==> src/rtl/matrix_div_sequencer.sv <==
// matrix_div_sequencer: divides a captured 3x3 matrix of 4-bit elements by a
// 4-bit scalar, one element at a time, through a shared start/done divider.
// Ports: clk, reset (sync, active-high); start, mat_in, scalar request a run;
// div_start/div_dividend/div_divisor drive the divider and div_done/div_quotient
// return its result; result holds the nine quotients; busy/done/div_by_zero
// report progress.
module matrix_div_sequencer #(
    parameter int NUM_ELEM = 9,
    parameter int ELEM_W   = 4,
    parameter int DIV_W    = 16
) (
    input  logic                         clk,
    input  logic                         reset,
    input  logic                         start,
    input  logic [NUM_ELEM*ELEM_W-1:0]   mat_in,
    input  logic [ELEM_W-1:0]            scalar,
    output logic                         div_start,
    output logic [DIV_W-1:0]             div_dividend,
    output logic [DIV_W-1:0]             div_divisor,
    input  logic                         div_done,
    input  logic [DIV_W-1:0]             div_quotient,
    output logic [NUM_ELEM*DIV_W-1:0]    result,
    output logic                         busy,
    output logic                         done,
    output logic                         div_by_zero
);

    localparam int IDX_W = $clog2(NUM_ELEM);

    typedef enum logic [1:0] {
        IDLE,
        ISSUE,
        WAIT,
        FINISH
    } state_t;

    state_t              state;
    logic [IDX_W-1:0]    idx;
    logic [ELEM_W-1:0]   elem_q [NUM_ELEM];
    logic [ELEM_W-1:0]   scalar_q;
    logic [DIV_W-1:0]    res_q [NUM_ELEM];
    logic                dbz_q;
    logic                active;

    // Divider operands come only from captured registers and the state, so
    // they stay stable across WAIT and read zero outside a sequence.
    assign active       = (state == ISSUE) || (state == WAIT);
    assign div_start    = (state == ISSUE);
    assign busy         = active;
    assign done         = (state == FINISH);
    assign div_by_zero  = dbz_q;
    assign div_dividend = active ? {{(DIV_W-ELEM_W){1'b0}}, elem_q[idx]} : '0;
    assign div_divisor  = active ? {{(DIV_W-ELEM_W){1'b0}}, scalar_q} : '0;

    always_comb begin
        result = '0;
        for (int k = 0; k < NUM_ELEM; k++) begin
            result[k*DIV_W +: DIV_W] = res_q[k];
        end
    end

    always_ff @(posedge clk) begin
        if (reset) begin
            state    <= IDLE;
            idx      <= '0;
            scalar_q <= '0;
            dbz_q    <= 1'b0;
            for (int k = 0; k < NUM_ELEM; k++) begin
                elem_q[k] <= '0;
                res_q[k]  <= '0;
            end
        end else begin
            unique case (state)
                IDLE: begin
                    if (start) begin
                        for (int k = 0; k < NUM_ELEM; k++) begin
                            elem_q[k] <= mat_in[k*ELEM_W +: ELEM_W];
                            res_q[k]  <= '0;
                        end
                        scalar_q <= scalar;
                        idx      <= '0;
                        // A zero divisor skips the divider entirely.
                        if (scalar == '0) begin
                            dbz_q <= 1'b1;
                            state <= FINISH;
                        end else begin
                            dbz_q <= 1'b0;
                            state <= ISSUE;
                        end
                    end
                end
                ISSUE: begin
                    state <= WAIT;
                end
                WAIT: begin
                    if (div_done) begin
                        res_q[idx] <= div_quotient;
                        if (idx == IDX_W'(NUM_ELEM - 1)) begin
                            state <= FINISH;
                        end else begin
                            idx   <= idx + IDX_W'(1);
                            state <= ISSUE;
                        end
                    end
                end
                FINISH: begin
                    state <= IDLE;
                end
                default: begin
                    state <= IDLE;
                end
            endcase
        end
    end

endmodule
==> config.mk <==
export PLATFORM = sky130hd
export DESIGN_NAME = matrix_div_sequencer
export DESIGN_NICKNAME = d
export VERILOG_FILES = /design/src/rtl/matrix_div_sequencer.sv
export SDC_FILE = /design/constraint.sdc
export NUM_CORES = 1
export LEC_CHECK = 0
export CORE_ASPECT_RATIO = 0.75
export CORE_MARGIN = 2
export CORE_UTILIZATION = 35
export DETAILED_ROUTE_END_ITERATION = 6
export PLACE_DENSITY = 0.59
export RECOVER_POWER = 50
export SETUP_SLACK_MARGIN = 0.1
export SLEW_MARGIN = 5
export SYNTH_ARGS = -nofsm -noshare
export SYNTH_HDL_FRONTEND = slang
export SYNTH_SLANG_ARGS = --single-unit
==> constraint.sdc <==
create_clock -name clk -period 6.7 [get_ports clk]
set_input_delay 1.675 -clock clk [delete_from_list [all_inputs] [get_ports clk]]
set_output_delay 1.675 -clock clk [all_outputs]
set_load 0.01 [all_outputs]
==> flow_summary_export.csv <==
group,metric,value,unit
outcome,run_status,"complete, but fails checks",
outcome,violated_checks,"capacitance limit, slew limit",
die,floorplan.die.width,179,um
sta,finalHoldViolations,0,
finish,share_of_cells_above_drive_strength_1,5.87,%
grt,grt_max_degree,52,
place,post-dp-hpwl,15300,um
sta,relSlewSlack,-56.5,%
die,num_rows,47,
flow_run,drv.max_cap_violation_count,3,
sta,skew,0.0147,ns
synth,synthDominantCellAreaShare,67.3,%
place,gp_congestion,0.803,
synth,synth.cell_area,8030,sq um
detailed_routing,avgViaCountPerCell,4.93,
min_path,worst_hold_path.num_cells,1,
clocking,clock_sink_count,195,
synth,ys_seq_area_share,71.0,%
die,die_h,135,um
synth,post_synthesis_sequential_element_count,195,
pwr,power,3450,uW
die,fp.dieArea,24200,sq um
min_path,hold_path_end,"div_by_zero$_SDFFE_PP0P_",
worst_setup_path,slowest_stage,"sky130_fd_sc_hd__nor4b_1",
detailed_routing,drt_iter0_markers,442,
worst_setup_path,critical_path.startpoint_type,"input port",
worst_setup_path,cp_num_buf_inv,1,
synth,netlist-cell-type-count,38,
sta,setup_tns_final,0,ns
finish,final_nets,822,
sta,min_period_over_period,78.8,%
synth,number_of_synthesized_flops_with_an_enable_pin,180,
detailed_routing,avgRoutedWirePerCell,20.8,um
sta,report.final.setup_viol,0,
sta,tightest_slew,2.32,ns
worst_setup_path,crit_path_cell_trace,"dlygate4sd3_1 -> nand3b_1 -> nor4b_1 -> nand2b_1",
finish,antenna_cells,0,
synth,yosys_warnings,0,
detailed_routing,drt_pre_antenna_iters,5,
place,portBuffers,215,
clocking,tritoncts_clock_tree,"yes",
clocking,bufs_on_longest_clock_path,2,
finish,most_common_cell_after_layout_fill_and_taps_aside,"sky130_fd_sc_hd__edfxtp_1",
synth,post_synth.cell_area_avg,14.6,sq um
worst_setup_path,timing.critical_path.max_delay_family,"simple AND/OR/NAND/NOR gates",
grt,grt_pass1_vias,5090,
die,design.core.area,22300,sq um
worst_setup_path,worstPathRequired,6.77,ns
pwr,power_per_cell_area,316,nW/um^2
synth,async_flop_share,0,%
synth,synth_top_family_by_area,"simple AND/OR/NAND/NOR gates",
detailed_routing,drc_errors,0,
min_path,timing.hold.worst.start,"div_by_zero$_SDFFE_PP0P_",
clocking,ctsHoldBuffers,0,
die,ios,240,
synth,synth_area_leader_cell,"sky130_fd_sc_hd__edfxtp_1",
worst_setup_path,r2r-end,"res_q[0][0]$_SDFFCE_PN0P_",
worst_setup_path,worstRegToRegCells,5,
die,floorplan.initialDensity,36.0,%
worst_setup_path,r2r_slack,2.62,ns
pwr,power_leakage,0.00465,uW
sta,total_count_of_max_transition_violations_in_the_final_report,88,
synth,synth-compound-area-share,2.54,%
worst_setup_path,timing.setup.critical_path_class,"in -> reg",
clocking,post-cts-setup-buffers,0,
clocking,clk_root_buffer_cell,"sky130_fd_sc_hd__clkbuf_16",
detailed_routing,total_number_of_vias,5221,
worst_setup_path,worst_r2r_startpoint,"state[0]$_SDFFE_PP0P_",
grt,grt_antenna_before_repair,2,
worst_setup_path,worstPathArrival,5.35,ns
synth,post_synth_mux_area_share,2.52,%
synth,synth_xor_xnor_area_share,0,%
detailed_routing,drtAntennaViolNets,0,
grt,grt_pass1_wl,31900,um
finish,flow.area_growth_from_synthesis,36.2,%
min_path,timing.hold.worst.class,"reg -> reg",
sta,post-route-min-period,5.28,ns
clocking,cts_buffers,17,
synth,post_synth_and_or_nand_nor_area_fraction,18.1,%
grt,grt_overflow_total,0,
synth,leading_post_synthesis_cells_by_cell_area,"sky130_fd_sc_hd__edfxtp_1 (67%), sky130_fd_sc_hd__and3_1 (8.7%), sky130_fd_sc_hd__and2_1 (5.6%), sky130_fd_sc_hd__dfxtp_1 (3.7%), sky130_fd_sc_hd__buf_4 (2.2%)",
grt,grt_use_total,18.3,%
synth,synthFlopType,"sky130_fd_sc_hd__edfxtp_1",
worst_setup_path,critPathCaptureType,"flop",
synth,synth_fa_ha_area_share,1.40,%
finish,layout.cells.most_common_list,"sky130_fd_sc_hd__edfxtp_1 (180), sky130_fd_sc_hd__dlygate4sd3_1 (148), sky130_fd_sc_hd__and3_1 (112)",
synth,post_synth_inst_count,549,
sta,fmax,0.189,GHz
clocking,ctsResizeCount,0,
clocking,clkLatencyLatePin,0.44,ns
worst_setup_path,crit_fanout,17,
detailed_routing,drt-total-wl,22000,um
sta,rsz0062_at_grt,"no",
pwr,peakVddDrop,0.000149,V
clocking,h_tree_level_count,4,
clocking,worst_setup_hold_path_clk_slew,0.08,ns
worst_setup_path,worst_path_largest_cell_delay,1.88,ns
[area by class of cell]
type                    instances  area (sq um)
well taps                     294           368
flip-flops and latches        195          5710
repair buffers                221          2190
clock buffers                  17           425
fillers                      1901         11300
inverters                       6          22.5
multi-input cells             312          2040
clock inverters                15           186
[how the worst max path moves through the flow]
stage	start	to	slack (ns)	cells after the start
floorplan	reset	res_q[1][0]$_SDFFCE_PN0P_	3.34	6
global placement	reset	res_q[3][13]$_SDFFCE_PN0P_	2.32	3
detailed placement	reset	res_q[6][10]$_SDFFCE_PN0P_	2.19	5
CTS	flop	div_dividend[0]	2.29	4
global route	reset	res_q[0][3]$_SDFFCE_PN0P_	1.08	4
finish	reset	res_q[0][0]$_SDFFCE_PN0P_	1.42	4
[sequential cells by signal (all words and copies together), names as in the netlist, named ones only]
signal / flops
div_by_zero: 1
elem_q: 36
idx: 4
res_q: 144
scalar_q: 4
state: 2
[power breakdown]
group | internal [uW] | switching [uW]
registers | 1600 | 75.6
clock network | 510 | 512
logic | 335 | 426
total | 2440 | 1010
[layer usage]
layer  global-route usage [%]  share of wire (%)  up-vias
met3                     5.19                8.1       29
li1                         -                  -     2385
met4                     5.74                2.1        0
met2                     27.6                 46      227
met5                        0                  0        -
met1                     25.6                 43     2580
[kinds of logic after synthesis]
family,Yosys count
and+or+nand+nor,234
DFF,195
buffers and inverters,65
AOI/OAI and AO/OA,30
muxes,15
adders and majority gates,9
other,1
[through the flow]
step	instance area [sq um]	setup slack, ns	utilization, %	cells	hold WS, ns
detailed placement	10400	2.19	46.5	1028	0.463
CTS	11000	2.29	49.3	1060	0.481
global placement	10400	2.32	46.5	1028	0.457
floorplan	8120	3.34	-	572	0.441
finish	10900	1.42	49.1	1060	0.480
global route	10900	1.08	49.1	1060	0.510
[synthesized netlist by cell type, types with 4 or more instances]
master	n
sky130_fd_sc_hd__ha_1	9
sky130_fd_sc_hd__and2_1	72
sky130_fd_sc_hd__a211oi_1	5
sky130_fd_sc_hd__nor3_1	7
sky130_fd_sc_hd__nand2b_1	7
sky130_fd_sc_hd__a21oi_1	4
sky130_fd_sc_hd__edfxtp_1	180
sky130_fd_sc_hd__nor2_1	5
sky130_fd_sc_hd__o21ai_0	10
sky130_fd_sc_hd__mux4_2	4
sky130_fd_sc_hd__buf_4	24
sky130_fd_sc_hd__mux2i_1	9
sky130_fd_sc_hd__nand2_1	17
sky130_fd_sc_hd__dfxtp_1	15
sky130_fd_sc_hd__a22o_1	7
sky130_fd_sc_hd__clkbuf_1	28
sky130_fd_sc_hd__inv_1	6
sky130_fd_sc_hd__and3_1	112
[worst register-to-register path: stages (launching register included)]
cell                       delay (ns)
sky130_fd_sc_hd__dfxtp_1         0.34
sky130_fd_sc_hd__inv_1           0.12
sky130_fd_sc_hd__ha_1            0.35
sky130_fd_sc_hd__nand3b_1        0.25
sky130_fd_sc_hd__nor4b_1         1.88
sky130_fd_sc_hd__nand2b_1        0.77
Note: power is estimated with default switching activity, not from simulation.
